--- src/rtl/bsf_pkg.sv ---
// Shared types and the band-select rule for the banded scale FIFO.
// The BSF_ROUND_EN build option lives in bsf_xform; nothing here depends on it.
package bsf_pkg;

    localparam int unsigned BAND_W  = 2;
    localparam int unsigned PHASE_W = 32;

    typedef enum logic [BAND_W-1:0] {
        BAND_PASS  = 2'd0,
        BAND_HALF  = 2'd1,
        BAND_SHIFT = 2'd2,
        BAND_ZERO  = 2'd3
    } band_e;

    // Phase zero always passes through; otherwise the thresholds pick the band.
    function automatic band_e band_sel(input logic [PHASE_W-1:0] phase,
                                       input logic [PHASE_W-1:0] t_half,
                                       input logic [PHASE_W-1:0] t_shift);
        band_e band;
        if (phase == '0)
            band = BAND_PASS;
        else if (phase < t_half)
            band = BAND_HALF;
        else if (phase < t_shift)
            band = BAND_SHIFT;
        else
            band = BAND_ZERO;
        return band;
    endfunction

endpackage

--- src/rtl/bsf_xform.sv ---
// Combinational band select and scale of one sample.
// Build option BSF_ROUND_EN: HALF/SHIFT bands round half-up instead of truncating.
module bsf_xform
    import bsf_pkg::*;
#(
    parameter int unsigned WIDTH   = 32,
    parameter int unsigned CNT_W   = 8,
    parameter int unsigned T_HALF  = 'h80,
    parameter int unsigned T_SHIFT = 'hC0,
    parameter int unsigned SHIFT   = 2
) (
    input  logic [CNT_W-1:0] phase,
    input  logic [WIDTH-1:0] din,
    output band_e            band_c,
    output logic [WIDTH-1:0] dout_c
);

    logic [WIDTH-1:0] half_c;
    logic [WIDTH-1:0] shift_c;

`ifdef BSF_ROUND_EN
    localparam logic [WIDTH:0] HALF_RND  = (WIDTH+1)'(1);
    localparam logic [WIDTH:0] SHIFT_RND = (WIDTH+1)'(1) << (SHIFT - 1);

    // One extra bit holds the carry of the rounding add; the shifted result always fits WIDTH.
    logic [WIDTH:0] half_sum_c;
    logic [WIDTH:0] shift_sum_c;

    always_comb begin
        half_sum_c  = {1'b0, din} + HALF_RND;
        shift_sum_c = {1'b0, din} + SHIFT_RND;
        half_c      = WIDTH'(half_sum_c >> 1);
        shift_c     = WIDTH'(shift_sum_c >> SHIFT);
    end
`else
    always_comb begin
        half_c  = din >> 1;
        shift_c = din >> SHIFT;
    end
`endif

    always_comb begin
        band_c = band_sel(32'(phase), 32'(T_HALF), 32'(T_SHIFT));
        dout_c = '0;
        unique case (band_c)
            BAND_PASS:  dout_c = din;
            BAND_HALF:  dout_c = half_c;
            BAND_SHIFT: dout_c = shift_c;
            BAND_ZERO:  dout_c = '0;
            default:    dout_c = '0;
        endcase
    end

endmodule

--- src/rtl/banded_scale_fifo.sv ---
// Transform-on-write FIFO: samples are scaled by a phase-selected band and drained in order.
// Rounding behaviour of the scale is selected by BSF_ROUND_EN inside bsf_xform.
module banded_scale_fifo
    import bsf_pkg::*;
#(
    parameter int unsigned WIDTH   = 32,
    parameter int unsigned DEPTH   = 4,
    parameter int unsigned CNT_W   = 8,
    parameter int unsigned T_HALF  = 'h80,
    parameter int unsigned T_SHIFT = 'hC0,
    parameter int unsigned SHIFT   = 2
) (
    input  logic                     clk,
    input  logic                     reset,
    input  logic                     clr,
    input  logic                     in_valid,
    output logic                     in_ready,
    input  logic [WIDTH-1:0]         in_data,
    output logic                     out_valid,
    input  logic                     out_ready,
    output logic [WIDTH-1:0]         out_data,
    output logic [1:0]               out_band,
    output logic [CNT_W-1:0]         phase,
    output logic [$clog2(DEPTH):0]   count
);

    localparam int unsigned PTR_W = $clog2(DEPTH);
    localparam int unsigned OCC_W = PTR_W + 1;
    localparam int unsigned ENT_W = WIDTH + BAND_W;

    logic [ENT_W-1:0] mem [DEPTH];
    logic [PTR_W-1:0] wr_ptr;
    logic [PTR_W-1:0] rd_ptr;
    logic [OCC_W-1:0] count_nxt;
    logic             push;
    logic             pop;
    band_e            band_c;
    logic [WIDTH-1:0] xform_c;

    bsf_xform #(
        .WIDTH   (WIDTH),
        .CNT_W   (CNT_W),
        .T_HALF  (T_HALF),
        .T_SHIFT (T_SHIFT),
        .SHIFT   (SHIFT)
    ) u_xform (
        .phase  (phase),
        .din    (in_data),
        .band_c (band_c),
        .dout_c (xform_c)
    );

    // A full FIFO refuses input even if the head is popped in the same cycle.
    assign in_ready = (count != OCC_W'(DEPTH)) && !clr;
    assign push     = in_valid && in_ready;
    assign pop      = out_valid && out_ready;

    // Show-ahead head of the ring.
    assign out_data = mem[rd_ptr][WIDTH-1:0];
    assign out_band = mem[rd_ptr][ENT_W-1 -: BAND_W];

    always_comb begin
        count_nxt = count;
        if (clr)
            count_nxt = '0;
        else if (push && !pop)
            count_nxt = count + OCC_W'(1);
        else if (pop && !push)
            count_nxt = count - OCC_W'(1);
    end

    always_ff @(posedge clk or negedge reset) begin
        if (!reset) begin
            wr_ptr    <= '0;
            rd_ptr    <= '0;
            count     <= '0;
            phase     <= '0;
            out_valid <= 1'b0;
            for (int i = 0; i < int'(DEPTH); i++)
                mem[i] <= '0;
        end else begin
            count     <= count_nxt;
            out_valid <= (count_nxt != '0);
            if (clr) begin
                wr_ptr <= '0;
                rd_ptr <= '0;
                phase  <= '0;
            end else begin
                if (push) begin
                    mem[wr_ptr] <= {band_c, xform_c};
                    wr_ptr      <= wr_ptr + PTR_W'(1);
                    phase       <= phase + CNT_W'(1);
                end
                if (pop)
                    rd_ptr <= rd_ptr + PTR_W'(1);
            end
        end
    end

endmodule
--- config.mk ---
export PLATFORM = sky130hd
export DESIGN_NAME = banded_scale_fifo
export DESIGN_NICKNAME = d
export VERILOG_FILES = /design/src/rtl/bsf_pkg.sv /design/src/rtl/bsf_xform.sv /design/src/rtl/banded_scale_fifo.sv
export SDC_FILE = /design/constraint.sdc
export NUM_CORES = 1
export LEC_CHECK = 0
export BUFFER_PORTS_ARGS = -buffer_cell sky130_fd_sc_hd__buf_2
export CAP_MARGIN = 20
export CORE_ASPECT_RATIO = 1.5
export CORE_MARGIN = 4
export CORE_UTILIZATION = 45
export CTS_BUF_LIST = sky130_fd_sc_hd__clkbuf_16
export DETAILED_ROUTE_END_ITERATION = 12
export SYNTH_ARGS = -nofsm -noshare
export SYNTH_HDL_FRONTEND = slang
export SYNTH_SLANG_ARGS = --single-unit
--- constraint.sdc ---
create_clock -name clk -period 2.6 [get_ports clk]
set_input_delay 0 -clock clk [delete_from_list [all_inputs] [get_ports clk]]
set_output_delay 0 -clock clk [all_outputs]
set_load 0.01 [all_outputs]
==> metrics list, run 1 <==
- Sorting the synthesized cells by area gives the leading types as dfrtp_1, mux4_2, o21ai_0.
- CTS built an H-tree with a depth of 4.
* Crit Reg-Reg Startpoint: count[0]
* Number of fill cells in the layout: 1376
- Setup repair after global routing left no endpoint under its margin.
* Placed inst area: 0.008082 mm2
* Number of antenna cells inserted: 0
* Final worst-path cycle share: 86.22%
- Setup TNS: 0 ps
* Yosys top cell area share: 51.16%
- The cell area that synthesis handed to floorplanning was 0.007435 mm2.
* Ys async rst share: 100.0%
- During synthesis, Yosys emitted a total of 0 warnings.
* Post-synth top area cell: dfrtp_1
* Most used standard cells in the synthesized netlist: dfrtp_1, nand2_1, o21ai_0, clkbuf_1, mux4_2
* Worst slew margin relative to its limit: 50.64%
- Source of the worst hold timing path: in_data[7]
- For the pin with the worst max-slew slack, the measured transition is 740.3 ps.
- The final max-slew violation count is 0.
- Final instance area: 0.008930 mm2
- Entering global routing, the biggest net connects 79 pins.
- In this run the power density over the cells is 923.5 mW/mm2.
* Endpoint of the worst hold path: mem[5]
* Final routed wirelength across all metal layers: 18140 um
- Number of detailed-route iterations in the first pass: 7
- For this run, the leading register cell type out of synthesis is dfrtp_1.
- The floorplan step defined a core boundary enclosing 0.01619 mm2.
- Critical path required time: 2920 ps
- DP HPWL: 12210 um
* Cell count after synthesis: 686
* Worst reg2reg endpoint: mem[30]
- Among cell families on the critical path, the largest total delay comes from compound AO/OA/AOI/OAI gates.
* Clock insertion delay at the later pin of the skew report: 420 ps
- The worst register-to-register path has a setup slack of 360 ps.
- For this design the static power due to leakage is 4.011 nW.
- 84 I/O pins were placed.
* Vias in the first global route: 5655
* Die height: 165.4 um
* Class of the most critical setup path: reg2reg
- Seq/Total Area, Yosys: 51.16%
- Hold Fails Final Rpt: 0
* Count of antenna-violating nets left after detailed routing: 0
- Run status: finished clean
* Critical Path AT: 2560 ps
- Number of vias in the routed layout: 5545
* Initial antenna violation count: 0
- Maximum cell stage delay along the critical path: 410 ps
- In the routed layout, each cell is associated on average with a via count of 5.556.
- The signal on the critical path passes through inv_1, ha_1, a21oi_2, nand3_2, buf_4, o31ai_1.
* Initial DRC count: 303
- Worst clock skew: 12.50 ps
* Synthesized flop and latch total: 152
- Area Growth Syn to Fin: 20.11%
- The number of gates resized after CTS was 0.
- Register clock-pin slew on the reported worst setup and hold paths: 60 ps
* CP bufs+invs: 2
- The smallest clock period supported by the final layout is computed as 2242 ps.
- The post-route netlist has 26.01% of its cells at a drive strength greater than 1.
* Starting density of the core: 45.92%
* Most instantiated library cell after synthesis: dfrtp_1
* Worst-path cell with the longest stage delay: dfrtp_1
- The die is 113.0 um wide.
- After the last flow step, the layout net total stands at 825.
- Global-route wire length before repair: 29410 um
- The worst setup path is captured at a flop.
- Counting every sink on the clock net gives 152.
* Peak Freq: 446.1 MHz
* Number of nets in the synthesized netlist: 732
* Number of cell instances on the worst register-to-register path: 6
- VDD sags by at most 450.0 uV.
- Average instance area after synthesis: 10.84 um2
* Gr usage total: 20.16%
- Row Count: 57
- Number of buffer cells added on primary ports: 83
- STA classifies the critical path startpoint as a flop.
- The die covers 0.01868 mm2.
* DRC Markers: 0
- In this run the deepest clock path goes through 2 buffers.
- Summing all multi-input logic gate instances after layout gives 0.003372 mm2.
- The tool flagged a number of max-cap violations equal to 0.
* Crit Path Max Fanout: 36
- Sequential cell area: 0.003805 mm2
* Setup-violating endpoint count in the final report: 0
- In this run the worst hold path is classified as in2reg.
* Post-synth EDFFs: 0
* Setup repair bufs after CTS: 0
- The congestion estimate from routability-driven global placement came to 0.7898.
- Clock tree from TritonCTS: yes
* Hold Crit Depth: 3
- CTS Buf Count: 17
- After detailed routing, the average wire length per cell comes to 18.18 um.
* Post-synthesis cell type count: 41
* Total global routing overflow: 0
- The tree is rooted in a clkbuf_16.
==> what timing repair did <==
action,4_1_cts,5_1_grt
hold endpoints to repair,181,0
endpoints found under the setup margin,0,0
hold buffers,27,0
==> final cells by class <==
class	instances	share of cell area, %
sequential	152	42.61
multi-input combinational	469	37.76
timing repair buffer	131	9.934
tap	206	2.886
clock inverter	15	1.709
inverter	8	0.3363
clock buffer	17	4.764
==> cells in the final DEF (no fill, tap or decap), drive strengths merged, types with 3 or more instances in the layout <==
| cell type | synthesis | routed |
|---|---|---|
| nand3 | 9 | 9 |
| mux2i | 3 | 3 |
| nor3 | 3 | 3 |
| mux2 | 13 | 13 |
| o21ai | 122 | 122 |
| o31ai | 4 | 4 |
| buf | 21 | 104 |
| a21boi | 29 | 29 |
| a21oi | 8 | 8 |
| nand2 | 138 | 138 |
| clkbuf | 36 | 17 |
| dfrtp | 152 | 152 |
| nand4 | 4 | 4 |
| mux4 | 34 | 34 |
| dlygate4sd3 | 0 | 27 |
| inv | 8 | 13 |
| clkinv | 0 | 5 |
| xnor2 | 4 | 4 |
| xor2 | 6 | 6 |
| a221oi | 27 | 27 |
| ha | 9 | 9 |
| nor2b | 29 | 29 |
| nor2 | 12 | 12 |
| clkinvlp | 0 | 3 |
==> metrics by stage <==
stage	setup slack, ps	total power [mW]	hold WS (ps)	util, %	instances
floorplan	704.2	5.078	-295.6	-	686
global placement	454.3	5.768	79.36	49.92	939
detailed placement	377.5	5.911	95.66	49.92	939
CTS	350.2	8.351	2.702	55.16	998
global route	133.1	8.772	23.35	55.16	998
finish	358.3	8.247	11.63	55.16	998
==> cell families (layout without fill, tap and decap cells) <==
| family | Yosys count | count (layout) | synth area share, % |
|---|---|---|---|
| AOI/OAI and AO/OA | 198 | 198 | 17.60 |
| xor gates and xnor gates | 10 | 10 | 1.178 |
| adders and majority gates | 9 | 9 | 1.515 |
| buffers and inverters | 65 | 171 | 3.854 |
| DFF | 152 | 152 | 51.16 |
| muxes | 50 | 50 | 12.67 |
| and+or+nand+nor | 202 | 202 | 12.02 |
==> per-layer routing <==
metal	vias up	track usage (%)	part of all wire [%]
met5	-	0	0
met4	0	5.358	1.0
met3	12	4.666	5.4
met2	165	35.36	51
met1	2734	25.12	42
li1	2634	-	-
==> flip-flops by register name (all words and copies together) (netlist names) <==
| register | count |
|---|---|
| wr_ptr | 2 |
| rd_ptr | 2 |
| mem | 136 |
| phase | 8 |
| count | 3 |
| out_valid | 1 |
==> worst reg2reg max path: stages (launching register included) <==
cell,delay [ps]
dfrtp_1,410
inv_1,140
ha_1,260
a21oi_2,310
nand3_2,380
buf_4,390
o31ai_1,260
==> where the power goes <==
part           internal (mW)  switching [mW]
Sequential              3.15           0.437
Clock                   1.41           0.981
Combinational           1.12            1.15
Total                   5.68            2.57
==> worst max-delay path by stage <==
stage | start | end | slack, ps | cells past startpoint
after floorplan | count[0] | phase[5] | 700 | 8
after detailed placement | count[0] | mem[30] | 380 | 6
after global placement | count[0] | mem[30] | 450 | 6
after global routing | count[0] | mem[24] | 130 | 7
after CTS | count[0] | mem[30] | 350 | 6
final | count[0] | mem[30] | 360 | 6
(Power assumes the default switching activity.)
==> run 2, diff against run 1 <==
--- a/config.mk
+++ b/config.mk
@@ -7,7 +7,7 @@
 export LEC_CHECK = 0
 export BUFFER_PORTS_ARGS = -buffer_cell sky130_fd_sc_hd__buf_2
 export CAP_MARGIN = 20
-export CORE_ASPECT_RATIO = 1.5
+export CORE_ASPECT_RATIO = 1.2
 export CORE_MARGIN = 4
 export CORE_UTILIZATION = 45
 export CTS_BUF_LIST = sky130_fd_sc_hd__clkbuf_16
==> run 2 against run 1 <==
Setup slack improved by 77 ps. Via count decreased by 1.0%. Non-clock buffer count increased by 4. Register-to-register slack improved by 80 ps. Global-route usage increased by 0.17 points. Cell count increased by 1.0%. Clock power increased by 15%. Sequential share of layout area decreased by 0.72 points. Critical path type unchanged.
==> metrics list, run 2 (synthesis results as in run 1) <==
- Run status: finished clean
- In this design, the stage delay of the slowest critical-path cell is 410 ps.
- Startpoint kind of the worst setup timing path: flop
* Clock Power Share: 32.0%
- The floorplan step set the die height to 148.8 um.
- The clock passes through at most 2 buffers.
* Horizontal extent of the die: 125.3 um
* Number of vias per cell after detailed routing: 5.444
- For this run, the top clock speed supported by timing is 461.9 MHz.
* Area Growth Syn to Fin: 22.16%
- Proportion of power drawn by flip-flops and latches: 41.5%
- Worst-path cell with the longest stage delay: dfrtp_1
- The number of antenna diodes in the final layout is 0.
- Cell internal power was estimated by the tool at 6.063 mW.
- CTS saw 152 sinks.
- Final max-slew violation count: 0
- In the global route stage, overall resource usage came out at 20.33%.
- The clock period could shrink to 2165 ps.
- Unrepaired setup endpoints after global routing: false
* Critical path required time: 2880 ps
* Crit path capture type: flop
- Setup-violating endpoint count in the final report: 0
- DP HPWL: 11850 um
- Number of cells after detailed placement: 946
- The total count of hold-check failures in the final report came to 0.
* Clock insertion delay at the later pin of the skew report: 430 ps
- Max-capacitance violation count: 0
* Number of buffer cells added on primary ports: 83
- Most common cell after layout, fill and taps aside: dfrtp_1
- Portion of total power attributed to combinational logic: 26.5%
- Peak ir drop on the vdd network: 424.5 uV
- Worst clock skew: 8.803 ps
- Worst slew margin relative to its limit: 55.64%
- Worst Setup SP: count[0]
* Number of H-tree levels: 4
* Register clock-pin slew on the reported worst setup and hold paths: 60 ps
* Quantity of gates resized following cts: 0
- The number of global-route vias before repair was 5844.
* Number of vias in the routed layout: 5488
* Final standard cell count with taps included and fillers excluded: 1008
- Top flop regs: mem (136), phase (8), count (3)
- For this design the static power due to leakage is 4.091 nW.
- Routed length per instance: 17.56 um
- Net Switching: 2.542 mW
- TritonCTS built the clock tree.
* Largest reg by FF count: mem
* Total global routing overflow: 0
- Buffers inserted during clock tree synthesis total 17.
* Crit Path Max Fanout: 16
- The first TritonRoute pass finished after 4 iterations.
* Setup TNS: 0 ps
- Count of antenna-violating nets left after detailed routing: 0
* Final #Nets: 829
- In this run the clock root is driven by a clkbuf_16.
* DRC Markers: 0
* Fraction of final layout cells sized beyond drive strength 1: 26.13%
* Class of the most critical setup path: reg2reg
* Final routed wirelength across all metal layers: 17700 um
* Total I/O pin count: 84
* Source of the worst hold timing path: in_data[30]
- The die covers 0.01865 mm2.
* Crit Reg-Reg Startpoint: count[0]
- Final GP Congestion: 0.7927
- Buffers added to address setup during post-CTS repair amount to 0.
- In the finished design, the share of the clock period the worst path needs comes to 83.26%.
- For this block, the initial DRC count from the detailed router was 462.
- In the layout the commonest cells are dfrtp_1, nand2_1, o21ai_0.
- For the pin with the worst max-slew slack, the measured transition is 665.4 ps.
- Grouping stages by cell kind, the critical path spends the most delay in simple AND/OR/NAND/NOR gates.
- Pwr/cell area: 947.4 mW/mm2
- Initial antenna violation count: 2
- Total core area: 0.01621 mm2
- After floorplanning, the core was divided into 51 placement rows.
- The register with the most flip-flops in the layout has 136 of them.
- Switching power share of the total: 29.54%
* Critical Path AT: 2440 ps
- Largest net degree at the start of global routing: 71
- Global-route wire length before repair: 30220 um
* Starting density of the core: 45.87%
* CP bufs+invs: 2
- The tightest min-delay check is of the in2reg type.
* Ordered cell list for the critical path: inv_1, ha_1, a21oi_2, nand3_2, buf_4, nand2_1, o21ai_0
==> run 2: worst min-delay path, stage by stage <==
cell	delay, ps
buf_2	130
a221oi_1	150
o21ai_0	150
==> run 2: worst paths after layout <==
kind                       cells after the start  slack, ps        to
setup / recovery                               7        440  mem[129]
hold / removal                                 3         40   mem[28]
setup reg to reg                               7        440  mem[129]
hold reg to reg                                2        470   mem[37]
max in group asynchronous                      3       1650  mem[106]
min in group asynchronous                      2        160  mem[125]
==> run 2: power groups by stage <==
stage	logic (mW)	clock network (mW)	registers [mW]
floorplan	1.60	0	3.47
global placement	2.20	0	3.57
detailed placement	2.27	0	3.62
CTS	2.32	2.81	3.58
global route	2.57	2.92	3.67
finish	2.28	2.75	3.57
==> run 2: area by class of cell <==
| type | instances | area (um2) |
|---|---|---|
| fill | 1448 | 7126 |
| sequential | 152 | 3805 |
| multi-input combinational | 469 | 3374 |
| timing repair buffer | 135 | 949.7 |
| clock buffer | 17 | 425.4 |
| tap | 212 | 265.3 |
| clock inverter | 15 | 232.7 |
| inverter | 8 | 30.03 |
==> run 2: metal layers <==
metal | GRT usage [%] | up-vias | part of all wire, %
met2 | 35.15 | 100 | 51
met3 | 4.871 | 27 | 4.2
met1 | 25.41 | 2716 | 43
met4 | 6.453 | 4 | 1.6
met5 | 0 | - | 0.11
li1 | - | 2641 | -
==> run 2: repair_timing <==
item | 4_1_cts | 5_1_grt
hold endpoints to repair | 175 | 0
endpoints found under the setup margin | 0 | 0
hold buffers | 30 | 0
==> run 2: through the flow <==
step,util [%],hold slack [ps],power [mW],worst slack [ps],area (um2)
final,56.04,43.73,8.605,435.2,9082
after CTS,56.04,22.62,8.713,427.2,9082
after global routing,56.04,36.68,9.162,219.4,9082
after floorplan,-,-295.6,5.078,704.2,7435
after detailed placement,50.12,66.50,5.891,450.8,8124
after global placement,50.12,58.20,5.767,530.5,8124
